===== src/rtl/mem_arbiter_2x1_pkg.sv =====
// mem_arb_pkg: shared types for the two-master memory channel arbiter.
//   rd_state_e / wr_state_e : 2-bit read and write path FSM encodings
//   mst_idx_t               : master index (0 or 1)
//   RR_PTR_RST              : reset value of the "last granted" pointer;
//                             pointing at m1 makes m0 win the first tie.
package mem_arb_pkg;

    typedef enum logic [1:0] {
        RD_IDLE = 2'd0,
        RD_ADDR = 2'd1,
        RD_DATA = 2'd2
    } rd_state_e;

    typedef enum logic [1:0] {
        WR_IDLE = 2'd0,
        WR_XFER = 2'd1,
        WR_RESP = 2'd2
    } wr_state_e;

    typedef logic mst_idx_t;

    localparam mst_idx_t RR_PTR_RST = 1'b1;

endpackage


===== src/rtl/mem_arbiter_2x1_rr_picker.sv =====
// mem_arb_rr_picker: two-way request picker for one arbitration path.
// Ports:
//   clk, rst  : clock, synchronous active-high reset
//   req       : request vector, bit N = master N requesting
//   upd       : strobe, a transaction of master done_idx has completed
//   done_idx  : master whose transaction completed
//   win_idx   : combinational winner for the current request vector
// Build option MEM_ARB_RR_EN: when defined, ties alternate (the master that
// did not complete last wins); when undefined, m0 always wins ties and the
// pointer register does not exist.
module mem_arb_rr_picker
    import mem_arb_pkg::*;
(
    input  logic       clk,
    input  logic       rst,
    input  logic [1:0] req,
    input  logic       upd,
    input  mst_idx_t   done_idx,
    output mst_idx_t   win_idx
);

    mst_idx_t tie_win_s;

`ifdef MEM_ARB_RR_EN
    mst_idx_t last_r;

    // Remember which master completed most recently.
    always_ff @(posedge clk) begin
        if (rst) begin
            last_r <= RR_PTR_RST;
        end else if (upd) begin
            last_r <= done_idx;
        end else begin
            last_r <= last_r;
        end
    end

    assign tie_win_s = ~last_r;
`else
    logic unused_s;

    assign tie_win_s = 1'b0;
    assign unused_s  = ^{clk, rst, upd, done_idx};
`endif

    // Resolve the winner: a lone requester always wins, ties use tie_win_s.
    always_comb begin
        win_idx = 1'b0;
        case (req)
            2'b01:   win_idx = 1'b0;
            2'b10:   win_idx = 1'b1;
            2'b11:   win_idx = tie_win_s;
            default: win_idx = 1'b0;
        endcase
    end

endmodule


===== src/rtl/mem_arbiter_2x1.sv =====
// mem_arbiter_2x1: shares one memory's AR/R and AW/W/B channel set between
// two masters. Read and write paths are arbitrated independently; each is
// locked to one master from address handshake to response handshake.
// Ports:
//   clk, rst                 : clock, synchronous active-high reset
//   mN_ar_*, mN_r_*          : read address / data channels of master N
//   mN_aw_*, mN_w_*, mN_b_*  : write address / data / response of master N
//   s_*                      : memory-side channels (directions mirrored)
//   rd_owner, rd_busy        : read grant index and read-path lock
//   wr_owner, wr_busy        : write grant index and write-path lock
// Build option MEM_ARB_RR_EN: round-robin ties when defined, fixed m0
// priority otherwise (see mem_arb_rr_picker).
module mem_arbiter_2x1
    import mem_arb_pkg::*;
#(
    parameter int ADDR_WDTH = 4,
    parameter int DATA_WDTH = 32,
    parameter int RESP_WDTH = 1
) (
    input  logic                 clk,
    input  logic                 rst,
    // master 0
    input  logic                 m0_ar_valid,
    output logic                 m0_ar_ready,
    input  logic [ADDR_WDTH-1:0] m0_ar_address,
    output logic                 m0_r_valid,
    input  logic                 m0_r_ready,
    output logic [DATA_WDTH-1:0] m0_r_data,
    output logic [RESP_WDTH-1:0] m0_r_resp,
    input  logic                 m0_aw_valid,
    output logic                 m0_aw_ready,
    input  logic [ADDR_WDTH-1:0] m0_aw_address,
    input  logic                 m0_w_valid,
    output logic                 m0_w_ready,
    input  logic [DATA_WDTH-1:0] m0_w_data,
    output logic                 m0_b_valid,
    input  logic                 m0_b_ready,
    output logic [RESP_WDTH-1:0] m0_b_resp,
    // master 1
    input  logic                 m1_ar_valid,
    output logic                 m1_ar_ready,
    input  logic [ADDR_WDTH-1:0] m1_ar_address,
    output logic                 m1_r_valid,
    input  logic                 m1_r_ready,
    output logic [DATA_WDTH-1:0] m1_r_data,
    output logic [RESP_WDTH-1:0] m1_r_resp,
    input  logic                 m1_aw_valid,
    output logic                 m1_aw_ready,
    input  logic [ADDR_WDTH-1:0] m1_aw_address,
    input  logic                 m1_w_valid,
    output logic                 m1_w_ready,
    input  logic [DATA_WDTH-1:0] m1_w_data,
    output logic                 m1_b_valid,
    input  logic                 m1_b_ready,
    output logic [RESP_WDTH-1:0] m1_b_resp,
    // memory side
    output logic                 s_ar_valid,
    input  logic                 s_ar_ready,
    output logic [ADDR_WDTH-1:0] s_ar_address,
    input  logic                 s_r_valid,
    output logic                 s_r_ready,
    input  logic [DATA_WDTH-1:0] s_r_data,
    input  logic [RESP_WDTH-1:0] s_r_resp,
    output logic                 s_aw_valid,
    input  logic                 s_aw_ready,
    output logic [ADDR_WDTH-1:0] s_aw_address,
    output logic                 s_w_valid,
    input  logic                 s_w_ready,
    output logic [DATA_WDTH-1:0] s_w_data,
    input  logic                 s_b_valid,
    output logic                 s_b_ready,
    input  logic [RESP_WDTH-1:0] s_b_resp,
    // status
    output logic                 rd_owner,
    output logic                 rd_busy,
    output logic                 wr_owner,
    output logic                 wr_busy
);

    rd_state_e rd_state_r, rd_state_nxt_s;
    mst_idx_t  rd_owner_r, rd_owner_nxt_s, rd_win_s;
    logic      rd_upd_s, rd_busy_r;

    wr_state_e wr_state_r, wr_state_nxt_s;
    mst_idx_t  wr_owner_r, wr_owner_nxt_s, wr_win_s;
    logic      wr_upd_s, wr_busy_r;
    logic      aw_done_r, aw_done_nxt_s, w_done_r, w_done_nxt_s;
    logic      aw_hs_s, w_hs_s;

    mem_arb_rr_picker u_rd_pick (
        .clk      (clk),
        .rst      (rst),
        .req      ({m1_ar_valid, m0_ar_valid}),
        .upd      (rd_upd_s),
        .done_idx (rd_owner_r),
        .win_idx  (rd_win_s)
    );

    mem_arb_rr_picker u_wr_pick (
        .clk      (clk),
        .rst      (rst),
        .req      ({m1_aw_valid, m0_aw_valid}),
        .upd      (wr_upd_s),
        .done_idx (wr_owner_r),
        .win_idx  (wr_win_s)
    );

    // Read path state, grant and busy registers.
    always_ff @(posedge clk) begin
        if (rst) begin
            rd_state_r <= RD_IDLE;
            rd_owner_r <= 1'b0;
            rd_busy_r  <= 1'b0;
        end else begin
            rd_state_r <= rd_state_nxt_s;
            rd_owner_r <= rd_owner_nxt_s;
            rd_busy_r  <= (rd_state_nxt_s != RD_IDLE);
        end
    end

    // Read path next state and channel routing to the owner.
    always_comb begin
        rd_state_nxt_s = rd_state_r;
        rd_owner_nxt_s = rd_owner_r;
        rd_upd_s       = 1'b0;
        s_ar_valid     = 1'b0;
        s_ar_address   = {ADDR_WDTH{1'b0}};
        s_r_ready      = 1'b0;
        m0_ar_ready    = 1'b0;
        m1_ar_ready    = 1'b0;
        m0_r_valid     = 1'b0;
        m1_r_valid     = 1'b0;
        m0_r_data      = {DATA_WDTH{1'b0}};
        m1_r_data      = {DATA_WDTH{1'b0}};
        m0_r_resp      = {RESP_WDTH{1'b0}};
        m1_r_resp      = {RESP_WDTH{1'b0}};
        case (rd_state_r)
            RD_IDLE: begin
                if (m0_ar_valid | m1_ar_valid) begin
                    rd_state_nxt_s = RD_ADDR;
                    rd_owner_nxt_s = rd_win_s;
                end else begin
                    rd_state_nxt_s = RD_IDLE;
                end
            end
            RD_ADDR: begin
                if (rd_owner_r) begin
                    s_ar_valid   = m1_ar_valid;
                    s_ar_address = m1_ar_address;
                    m1_ar_ready  = s_ar_ready;
                end else begin
                    s_ar_valid   = m0_ar_valid;
                    s_ar_address = m0_ar_address;
                    m0_ar_ready  = s_ar_ready;
                end
                if (s_ar_valid & s_ar_ready) begin
                    rd_state_nxt_s = RD_DATA;
                end else begin
                    rd_state_nxt_s = RD_ADDR;
                end
            end
            RD_DATA: begin
                if (rd_owner_r) begin
                    s_r_ready  = m1_r_ready;
                    m1_r_valid = s_r_valid;
                    m1_r_data  = s_r_data;
                    m1_r_resp  = s_r_resp;
                end else begin
                    s_r_ready  = m0_r_ready;
                    m0_r_valid = s_r_valid;
                    m0_r_data  = s_r_data;
                    m0_r_resp  = s_r_resp;
                end
                if (s_r_valid & s_r_ready) begin
                    rd_state_nxt_s = RD_IDLE;
                    rd_upd_s       = 1'b1;
                end else begin
                    rd_state_nxt_s = RD_DATA;
                end
            end
            default: begin
                rd_state_nxt_s = RD_IDLE;
            end
        endcase
    end

    // Write path state, grant, handshake flags and busy registers.
    always_ff @(posedge clk) begin
        if (rst) begin
            wr_state_r <= WR_IDLE;
            wr_owner_r <= 1'b0;
            aw_done_r  <= 1'b0;
            w_done_r   <= 1'b0;
            wr_busy_r  <= 1'b0;
        end else begin
            wr_state_r <= wr_state_nxt_s;
            wr_owner_r <= wr_owner_nxt_s;
            aw_done_r  <= aw_done_nxt_s;
            w_done_r   <= w_done_nxt_s;
            wr_busy_r  <= (wr_state_nxt_s != WR_IDLE);
        end
    end

    // Write path next state and routing; AW and W complete independently
    // and a finished channel is shut off until the response phase.
    always_comb begin
        wr_state_nxt_s = wr_state_r;
        wr_owner_nxt_s = wr_owner_r;
        wr_upd_s       = 1'b0;
        aw_done_nxt_s  = aw_done_r;
        w_done_nxt_s   = w_done_r;
        aw_hs_s        = 1'b0;
        w_hs_s         = 1'b0;
        s_aw_valid     = 1'b0;
        s_aw_address   = {ADDR_WDTH{1'b0}};
        s_w_valid      = 1'b0;
        s_w_data       = {DATA_WDTH{1'b0}};
        s_b_ready      = 1'b0;
        m0_aw_ready    = 1'b0;
        m1_aw_ready    = 1'b0;
        m0_w_ready     = 1'b0;
        m1_w_ready     = 1'b0;
        m0_b_valid     = 1'b0;
        m1_b_valid     = 1'b0;
        m0_b_resp      = {RESP_WDTH{1'b0}};
        m1_b_resp      = {RESP_WDTH{1'b0}};
        case (wr_state_r)
            WR_IDLE: begin
                if (m0_aw_valid | m1_aw_valid) begin
                    wr_state_nxt_s = WR_XFER;
                    wr_owner_nxt_s = wr_win_s;
                end else begin
                    wr_state_nxt_s = WR_IDLE;
                end
            end
            WR_XFER: begin
                if (!aw_done_r) begin
                    if (wr_owner_r) begin
                        s_aw_valid   = m1_aw_valid;
                        s_aw_address = m1_aw_address;
                        m1_aw_ready  = s_aw_ready;
                    end else begin
                        s_aw_valid   = m0_aw_valid;
                        s_aw_address = m0_aw_address;
                        m0_aw_ready  = s_aw_ready;
                    end
                    aw_hs_s = s_aw_valid & s_aw_ready;
                end else begin
                    aw_hs_s = 1'b0;
                end
                if (!w_done_r) begin
                    if (wr_owner_r) begin
                        s_w_valid  = m1_w_valid;
                        s_w_data   = m1_w_data;
                        m1_w_ready = s_w_ready;
                    end else begin
                        s_w_valid  = m0_w_valid;
                        s_w_data   = m0_w_data;
                        m0_w_ready = s_w_ready;
                    end
                    w_hs_s = s_w_valid & s_w_ready;
                end else begin
                    w_hs_s = 1'b0;
                end
                aw_done_nxt_s = aw_done_r | aw_hs_s;
                w_done_nxt_s  = w_done_r | w_hs_s;
                if (aw_done_nxt_s & w_done_nxt_s) begin
                    wr_state_nxt_s = WR_RESP;
                    aw_done_nxt_s  = 1'b0;
                    w_done_nxt_s   = 1'b0;
                end else begin
                    wr_state_nxt_s = WR_XFER;
                end
            end
            WR_RESP: begin
                if (wr_owner_r) begin
                    s_b_ready  = m1_b_ready;
                    m1_b_valid = s_b_valid;
                    m1_b_resp  = s_b_resp;
                end else begin
                    s_b_ready  = m0_b_ready;
                    m0_b_valid = s_b_valid;
                    m0_b_resp  = s_b_resp;
                end
                if (s_b_valid & s_b_ready) begin
                    wr_state_nxt_s = WR_IDLE;
                    wr_upd_s       = 1'b1;
                end else begin
                    wr_state_nxt_s = WR_RESP;
                end
            end
            default: begin
                wr_state_nxt_s = WR_IDLE;
                aw_done_nxt_s  = 1'b0;
                w_done_nxt_s   = 1'b0;
            end
        endcase
    end

    assign rd_owner = rd_owner_r;
    assign rd_busy  = rd_busy_r;
    assign wr_owner = wr_owner_r;
    assign wr_busy  = wr_busy_r;

endmodule


===== config.mk =====
export PLATFORM = sky130hd
export DESIGN_NAME = mem_arbiter_2x1
export DESIGN_NICKNAME = d
export VERILOG_FILES = /design/src/rtl/mem_arbiter_2x1_pkg.sv /design/src/rtl/mem_arbiter_2x1_rr_picker.sv /design/src/rtl/mem_arbiter_2x1.sv
export SDC_FILE = /design/constraint.sdc
export NUM_CORES = 1
export LEC_CHECK = 0
export ABC_AREA = 1
export CAP_MARGIN = 20
export CORE_ASPECT_RATIO = 0.75
export CORE_MARGIN = 4
export CORE_UTILIZATION = 21
export DETAILED_ROUTE_END_ITERATION = 6
export GPL_TIMING_DRIVEN = 0
export PLACE_DENSITY = 0.79
export RECOVER_POWER = 50
export SLEW_MARGIN = 20
export SYNTH_ARGS = -nofsm -noshare
export SYNTH_HDL_FRONTEND = slang
export SYNTH_HIERARCHICAL = 1
export SYNTH_SLANG_ARGS = --single-unit

===== constraint.sdc =====
create_clock -name clk -period 1 [get_ports clk]
set_input_delay 0.1 -clock clk [delete_from_list [all_inputs] [get_ports clk]]
set_output_delay 0.1 -clock clk [all_outputs]
set_load 0.1 [all_outputs]

==> impl_metrics.toml, run 1 <==
[clocking]
ctsResizeCount = 1214
cts_max_level = 1
cts_sinks = 10
cts_hold_buf = 0
cts_setup_buffers = 26
clock-root-buffer = "clkbuf_8"
clk_path_buf_depth = 2
cts_buffers = 3

[floorplan]
die_x_um = 111
die-height_um = 85.1
ios = 258
start_util = 0.221
num_rows = 27

[placement]
place_hpwl_um = 10100
io_buffer_count = 257
gp_congestion = 0.854
pre_cts_ws_ns = -1.37

[synthesis]
syn_inst = 356
yosys_warnings = 6
synth.avg_cell_area_um2 = 4.67
synth_fp_nets = 487
synth_area_um2 = 1660

[outcome]
lastStage = "4_1_cts"
outcome = "stopped before the end"
error = "[ERROR DPL-0038] Utilization greater than 100%, impossible to legalize"
[metrics by stage]
step	instance area, um2	util	setup TNS, ns	hold WS, ns	cells
after global placement	5710	0.758	-157.28	0.470	714
after detailed placement	5710	0.758	-159.60	0.484	714
after floorplan	3010	-	-72.72	0.162	356
==> inputs of run 2 (changes only) <==
--- a/config.mk
+++ b/config.mk
@@ -7,12 +7,11 @@
 export LEC_CHECK = 0
 export ABC_AREA = 1
 export CAP_MARGIN = 20
-export CORE_ASPECT_RATIO = 0.75
-export CORE_MARGIN = 4
-export CORE_UTILIZATION = 21
+export CORE_AREA = 4 4 99 101
 export DETAILED_ROUTE_END_ITERATION = 6
+export DIE_AREA = 0 0 103 105
 export GPL_TIMING_DRIVEN = 0
-export PLACE_DENSITY = 0.79
+export PLACE_DENSITY_LB_ADDON = 0.15
 export RECOVER_POWER = 50
 export SLEW_MARGIN = 20
 export SYNTH_ARGS = -nofsm -noshare
==> constraint.sdc (replaced) <==
create_clock -name clk -period 1.3 [get_ports clk]
set_input_delay 0.13 -clock clk [delete_from_list [all_inputs] [get_ports clk]]
set_output_delay 0.13 -clock clk [all_outputs]
set_load 0.1 [all_outputs]
==> run 2 against run 1 <==
- the flow now finishes, with violations (negative setup slack)
- synthesized area unchanged
- synthesized cell count unchanged
==> impl_metrics.toml, run 2 <==
[outcome]
outcome = "complete, but fails checks"
violations = "negative setup slack"

[power]
switchingPower_mw = 2.83
netSwitchingFraction = 0.539
peakVddDrop_uv = 648
power.share.clock = 0.073
pwr-share-comb = 0.855
p_total_mw = 5.25
leakage_nw = 3.27
power_frac_seq = 0.071
p_per_area_nw_per_um2 = 645
power.internal_mw = 2.42

[critical_path]
critPathCaptureType = "primary output"
cp.arrival_ns = 1.53
crit_end = "m0_r_data[14]"
r2r_slack_ns = -0.13
r2r.worst_path.cells = 11
cp_data_required_time_ns = 1.17
rr_endpoint = "wr_busy$_SDFF_PP0_"
worstSetupPathType = "reg -> out"
startpoint = "rd_state_r[0]$_SDFF_PP0_"
regToRegStartpoint = "wr_owner$_SDFFE_PP0N_"
path_max_fanout = 8
critPathLaunchType = "register"

[final_layout]
final_cell_mix = "143 x buf_12, 128 x clkdlybuf4s50_1, 73 x nor2_4"
largestRegisters = "rd_state_r: 2 flops, wr_state_r: 2 flops"
layout.cells.non_filler = 775
final_common_cell = "buf_12"
final_cell_area_um2 = 8140
nets = 795
fin_util = 0.902
drive_above_1_share = 0.602
syn2layout_area_growth_pct = 389

[timing]
max_slew.worst_pin.slew_ns = 0.564
clock_skew_ns = 0.00126
fin_ws_ns = -0.362
timing.setup.tns_ns = -35.85
fmaxAchievable_mhz = 602
period_needed_ns = 1.66
fin_crit_sh = 1.28
rsz0062_at_grt = "true"
relSlewSlack = 0.626
hold_violations = 0
setup_viol = 128
drv_slew = 0

[global_routing]
gr-total-overflow = 0
grt_first_pass_wirelength_um = 22500
antenna_found_initial = 1
grt_max_degree = 11
first_global_vias = 3960
grt_usage = 0.271

[placement]
place_hpwl_um = 9560
postPlaceCellArea_um2 = 5710
gp_congestion = 0.783
io_buffer_count = 257
dp.cells = 724

[routing]
wirelength_um = 17100
drt-initial-drc-count = 48
routedWlPerCell_um = 22.0
wl_met2_um = 9560
routed-wl-met3_um = 1210
top_layer_used = "met4"
postRouteAntennaNets = 0
dr_total_vias = 3728
firstDrtPassIters = 4
drt-met1-wl_um = 5210
vias_per_cell = 4.81
drc = 0

[synthesis]
syn_inst = 356
synth.avg_cell_area_um2 = 4.67
yosys_warnings = 6
synth_fp_nets = 487
synth_area_um2 = 1660

[worst_hold_path]
worstHoldPathCells = 4
hold_path_class = "in -> reg"

[floorplan]
coreArea_um2 = 9020
die_x_um = 103
ios = 258
dieArea_um2 = 10800
num_rows = 35
start_util = 0.184
die-height_um = 105

[flow_run]
cap_violations = 0

[clocking]
cts_buffers = 3
cts_sinks = 10
clk_path_buf_depth = 2
cts_max_level = 1
clock-root-buffer = "clkbuf_8"
path_clk_slew_ns = 0.05
clkLatencyLatePin_ns = 0.23
cts_tree = "yes"
-- run 2: area by class of cell --
class,instances,area (um2)
sequential,10,211
inverter,65,280
buffer,18,350
clock buffer,4,55.1
timing repair inverter,1,16.3
fill,330,883
timing repair buffer,302,4540
tap,111,139
antenna,1,2.50
multi-input combinational,263,2540
-- run 2: critical path, stage by stage, from the launching register on --
cell     delay [ns]
dfxtp_2        0.35
nor2_4         0.19
buf_12         0.14
nand2_8        0.10
buf_12         0.17
nor2_4         0.14
buf_12         0.19
-- run 2: power by group through the flow --
stage	registers (mW)	clock network (mW)	logic, mW
2_1_floorplan	0.473	0	2.26
3_3_place_gp	0.366	0	3.23
3_5_place_dp	0.368	0	3.26
4_1_cts	0.368	0.392	4.18
5_1_grt	0.377	0.403	4.61
6_report	0.374	0.385	4.49
-- run 2: timing repair --
item | 4_1_cts | 5_1_grt
resized for setup | 1211 | 51
setup buffers | 19 | 14
hold buffers | 0 | 0
pin swaps | 29 | 33
cloned | 10 | 6
setup endpoints to repair | 127 | 129
-- run 2: per-stage QoR --
stage          hold WS [ns]  worst slack (ns)
2_1_floorplan         0.195            -0.502
3_5_place_dp          0.497             -1.12
6_report              0.319            -0.362
4_1_cts               0.326            -0.348
5_1_grt               0.350            -0.417
3_3_place_gp          0.469             -1.10
-- run 2: layer usage --
| layer | up-vias | global-route usage |
|---|---|---|
| li1 | 1695 | - |
| met4 | 0 | 0.130 |
| met5 | - | 0 |
| met1 | 1758 | 0.254 |
| met3 | 66 | 0.0641 |
| met2 | 209 | 0.526 |
-- run 2: how the worst min path moves through the flow --
| stage | end | slack (ns) | from |
|---|---|---|---|
| 6_report | rd_owner$_SDFFE_PP0N_ | 0.32 | m0_ar_valid |
| 5_1_grt | rd_owner$_SDFFE_PP0N_ | 0.35 | m0_ar_valid |
| 4_1_cts | rd_owner$_SDFFE_PP0N_ | 0.33 | m0_ar_valid |
| 3_5_place_dp | aw_done_r$_SDFFE_PP0N_ | 0.50 | aw_done_r$_SDFFE_PP0N_ |
| 3_3_place_gp | aw_done_r$_SDFFE_PP0N_ | 0.47 | aw_done_r$_SDFFE_PP0N_ |
| 2_1_floorplan | rd_state_r[1]$_SDFF_PP0_ | 0.19 | rst |
Power figures use the tool's default switching activity.
==> inputs of run 3 (changes only) <==
--- a/config.mk
+++ b/config.mk
@@ -18,3 +18,4 @@
 export SYNTH_HDL_FRONTEND = slang
 export SYNTH_HIERARCHICAL = 1
 export SYNTH_SLANG_ARGS = --single-unit
+export TNS_END_PERCENT = 50
==> run 3 against run 2 <==
- the flow still finishes with violations (negative setup slack)
- highest routed layer unchanged
- cell count down 2.6%
- core utilization down 7.7 points
- clock power up 2%
- critical path depth up 2
==> impl_metrics.toml, run 3 (same netlist as run 2, synthesis figures left out) <==
[final_layout]
drive_above_1_share = 0.513
syn2layout_area_growth_pct = 348
final_cell_mix = "133 x buf_12, 129 x clkdlybuf4s50_1, 105 x nand2_1"
nets = 775
layout.cells.non_filler = 755
final_common_cell = "buf_12"
fillers = 455
largestRegisters = "rd_state_r: 2 flops, wr_state_r: 2 flops"

[routing]
drt-initial-drc-count = 104
firstDrtPassIters = 4
routedWlPerCell_um = 20.2
postRouteAntennaNets = 0
wirelength_um = 15300
vias_per_cell = 4.64
drc = 0
dr_total_vias = 3503

[placement]
pre_cts_ws_ns = -1.44
place_hpwl_um = 9860
dp.cells = 724
io_buffer_count = 257
gp_congestion = 0.797

[clocking]
cts_max_level = 1
cts_tree = "yes"
cts_buffers = 3
clkLatencyLatePin_ns = 0.24
clock-root-buffer = "clkbuf_8"
path_clk_slew_ns = 0.05
clk_path_buf_depth = 2
cts_sinks = 10

[critical_path]
worstSetupPathType = "reg -> out"
cp_data_required_time_ns = 1.17
path_max_fanout = 5
cp.arrival_ns = 1.52
r2r_slack_ns = 0.12
regToRegStartpoint = "wr_owner$_SDFFE_PP0N_"
r2r.worst_path.cells = 10
rr_endpoint = "wr_busy$_SDFF_PP0_"
critPathLaunchType = "register"
critPathCaptureType = "primary output"

[timing]
setup_viol = 123
relSlewSlack = 0.630
hold_violations = 0
clock_skew_ns = 0.00147
period_needed_ns = 1.65
drv_slew = 0
fin_ws_ns = -0.352
fmaxAchievable_mhz = 605
timing.setup.tns_ns = -34.53
max_slew.worst_pin.slew_ns = 0.557
fin_crit_sh = 1.27
rsz0062_at_grt = "true"

[flow_run]
cap_violations = 0

[power]
p_per_area_nw_per_um2 = 643
leakage_nw = 2.96
peakVddDrop_uv = 801

[floorplan]
ios = 258
die_x_um = 103
dieArea_um2 = 10800
start_util = 0.184
die-height_um = 105
coreArea_um2 = 9020
num_rows = 35

[global_routing]
grt_max_degree = 12
grt_first_pass_wirelength_um = 21100
antenna_found_initial = 1
first_global_vias = 3823
gr-total-overflow = 0
grt_usage = 0.252

[worst_hold_path]
worstHoldPathCells = 2
holdPathEnd = "w_done_r$_SDFFE_PP0N_"
hold_path_class = "reg -> reg"
min-delay-start = "w_done_r$_SDFFE_PP0N_"

[outcome]
outcome = "complete, but fails checks"
violations = "negative setup slack"
run 3: repair_timing:
item / CTS / global route
hold endpoints to repair: 0 / 0
setup buffers: 11 / 3
setup endpoints to repair: 127 / 126
hold buffers: 0 / 0
pin swaps: 12 / 4
resized for setup: 1086 / 114
cloned: 12 / 0
run 3: power by group:
part / switching [mW] / leakage, nW / internal (mW)
sequential: 0.0286 / 0.0852 / 0.339
clock: 0.128 / 0.0288 / 0.267
combinational: 2.48 / 2.85 / 1.55
total: 2.64 / 2.96 / 2.15
run 3: worst max-delay path: stages (launching register included):
cell and delay (ns):
dfxtp_2 0.31, inv_2 0.08, nand2_4 0.07, nor2_4 0.12, buf_6 0.14, clkinv_8 0.07
buf_12 0.15, a21oi_4 0.15, buf_12 0.19
run 3: layer usage:
metal	part of all wire	global-route usage
met5	0	0
met4	0.061	0.139
met3	0.083	0.0708
met2	0.54	0.480
met1	0.31	0.229
run 3: worst max-delay path by stage:
stage,start,slack [ns],depth (start not counted),to
after CTS,wr_state_r[1]$_SDFF_PP0_,-0.38,8,s_w_data[2]
after global placement,rd_state_r[1]$_SDFF_PP0_,-1.40,6,m0_r_data[10]
after global routing,rd_state_r[1]$_SDFF_PP0_,-0.41,7,m0_r_data[19]
final,wr_state_r[1]$_SDFF_PP0_,-0.35,8,s_w_data[19]
after detailed placement,rd_state_r[1]$_SDFF_PP0_,-1.44,6,m0_r_data[10]
after floorplan,wr_owner$_SDFFE_PP0N_,-0.50,4,m1_aw_ready
run 3: per-stage QoR:
step,hold slack [ns],utilization,total power [mW],cell area (um2)
after global routing,0.553,0.826,4.96,7450
after CTS,0.493,0.777,4.60,7010
after detailed placement,0.486,0.615,3.55,5550
after floorplan,0.199,-,2.65,2840
final,0.523,0.826,4.79,7450
after global placement,0.473,0.615,3.52,5550
run 3: cell type report:
| class | instances | area [um2] | share of cell area |
|---|---|---|---|
| multi-input cells | 264 | 2270 | 0.305 |
| inverters | 65 | 274 | 0.0368 |
| plain buffers | 19 | 338 | 0.0454 |
| repair buffers | 280 | 4140 | 0.555 |
| diodes | 1 | 2.50 | 0.000336 |
| clock buffers | 4 | 55.1 | 0.00739 |
| well taps | 111 | 139 | 0.0186 |
| flip-flops and latches | 10 | 213 | 0.0286 |
| repair inverters | 1 | 16.3 | 0.00218 |
==> inputs of run 4 (changes only) <==
--- a/config.mk
+++ b/config.mk
@@ -10,7 +10,6 @@
 export CORE_AREA = 4 4 99 101
 export DETAILED_ROUTE_END_ITERATION = 6
 export DIE_AREA = 0 0 103 105
-export GPL_TIMING_DRIVEN = 0
 export PLACE_DENSITY_LB_ADDON = 0.15
 export RECOVER_POWER = 50
 export SLEW_MARGIN = 20
==> run 4 against run 3 <==
- global-route usage decreased by 1.3 points
- the run still ends with negative setup slack left
- sequential share of layout area barely moved
- count of clock-buffer cells in the layout is 1 lower
- sequential power rose by 3%
- cell count grew 0.40%
- combinational power decreased by 2%
- clock skew fell by 0.00072 ns
- critical path type unchanged
==> impl_metrics.toml, run 4 (same netlist as run 2, synthesis figures left out) <==
[critical_path]
critPathLaunchType = "register"
critPathMaxStageDelay_ns = 0.30
critPathCaptureType = "primary output"
startpoint = "wr_state_r[1]$_SDFF_PP0_"
regToRegStartpoint = "wr_owner$_SDFFE_PP0N_"
worstSetupPathType = "reg -> out"
cp.arrival_ns = 1.46
path_max_fanout = 12
cp_slowest_cell = "dfxtp_1"
cp_cell_sequence = "inv_2, nand2_4, nor2_4, clkinv_4, buf_16, a21oi_4, buf_12"
cp_data_required_time_ns = 1.17

[final_layout]
fin_util = 0.826
fillers = 503
drive_above_1_share = 0.526
multiInputGateArea_um2 = 2310
final_common_cell = "buf_12"
largestRegisters = "rd_state_r: 2 flops, wr_state_r: 2 flops"
diodes = 0
nets = 780
final_cell_mix = "136 x buf_12, 129 x clkdlybuf4s50_1, 100 x nand2_1"
seq_area_um2 = 211
syn2layout_area_growth_pct = 348

[outcome]
violations = "negative setup slack"
outcome = "complete, but fails checks"

[timing]
setup_viol = 123
timing.setup.tns_ns = -28.25
relSlewSlack = 0.636
fin_crit_sh = 1.22
max_slew.worst_pin.slew_ns = 0.548
hold_violations = 0
clock_skew_ns = 0.000749
rsz0062_at_grt = "true"
drv_slew = 0
fin_ws_ns = -0.290
fmaxAchievable_mhz = 629
period_needed_ns = 1.59

[floorplan]
die-height_um = 105
ios = 258
dieArea_um2 = 10800
die_x_um = 103
start_util = 0.184
coreArea_um2 = 9020
num_rows = 35

[routing]
wirelength_um = 13800
firstDrtPassIters = 4
drc = 0
postRouteAntennaNets = 0
routedWlPerCell_um = 18.1
dr_total_vias = 3453
vias_per_cell = 4.56
drt-initial-drc-count = 84

[flow_run]
cap_violations = 0

[power]
p_per_area_nw_per_um2 = 621
leakage_nw = 2.97
peakVddDrop_uv = 685

[clocking]
cts_sinks = 10
clk_path_buf_depth = 2
cts_hold_buf = 0
clock-root-buffer = "clkbuf_8"
clkLatencyLatePin_ns = 0.23
cts_max_level = 1
cts_tree = "yes"
cts_buffers = 3
path_clk_slew_ns = 0.04

[global_routing]
antenna_found_initial = 1
grt_first_pass_wirelength_um = 20300
use_met1 = 0.226
grt_usage = 0.239
grt_max_degree = 25
busiest_layer = "met2"
first_global_vias = 3678
use_met3 = 0.0721
gr-total-overflow = 0
met2_usage = 0.474

[placement]
gp_congestion = 0.895
place_hpwl_um = 11600
io_buffer_count = 257

[worst_hold_path]
hold_path_class = "reg -> reg"
min-delay-start = "aw_done_r$_SDFFE_PP0N_"
[run 4: changes by cell type in the layout (fill, tap and decap cells not counted), sizes merged]
cell	change
buf	+7
clkbuf	-1
diode	-1
inv	-1
nand2	-1
[run 4: layer usage]
metal	vias up	wire, um
met5	-	13
met4	2	369
met3	26	1250
met2	147	8100
met1	1626	4020
li1	1652	-
[run 4: path summary, 6_finish.rpt]
kind	to	slack [ns]	depth (start not counted)
max	s_w_data[18]	-0.29	7
min	aw_done_r$_SDFFE_PP0N_	0.52	2
max reg2reg	wr_busy$_SDFF_PP0_	0.03	10
min reg2reg	aw_done_r$_SDFFE_PP0N_	0.52	2
[run 4: final cells by class]
type / count / area share
multi-input cells: 263 / 0.310
repair buffers: 306 / 0.603
clock buffers: 3 / 0.00554
inverters: 65 / 0.0351
flip-flops and latches: 10 / 0.0284
well taps: 111 / 0.0186
[run 4: per-stage QoR]
stage / total power, mW / worst slack (ns) / cell area [um2] / cells / hold slack [ns]
after detailed placement: 4.19 / -0.115 / 7050 / 741 / 0.508
final: 4.63 / -0.290 / 7450 / 758 / 0.518
after global placement: 4.13 / -0.0709 / 7050 / 741 / 0.464
after global routing: 4.80 / -0.366 / 7450 / 758 / 0.546
after CTS: 4.63 / -0.282 / 7350 / 754 / 0.515
after floorplan: 2.65 / -0.502 / 2840 / 356 / 0.199
[run 4: critical path, delay by kind of cell (launching register included)]
family	cells	cell delay, ns
AOI/OAI and AO/OA	1	0.15
and+or+nand+nor	2	0.20
DFF	1	0.30
buffers and inverters	4	0.57
[run 4: where the power goes]
part           total, mW  leakage, nW  internal [mW]  switching [mW]
clock              0.307       0.0216          0.201           0.105
sequential         0.379       0.0847          0.340          0.0397
combinational       3.94         2.86           1.52            2.42
[run 4: repair_timing]
item / CTS / global route
resized for setup: 34 / 12
pin swaps: 8 / 3
endpoints found under the hold margin: 0 / 0
gates cloned: 4 / 3
endpoints found under the setup margin: 123 / 128
buffers inserted: 7 / 1
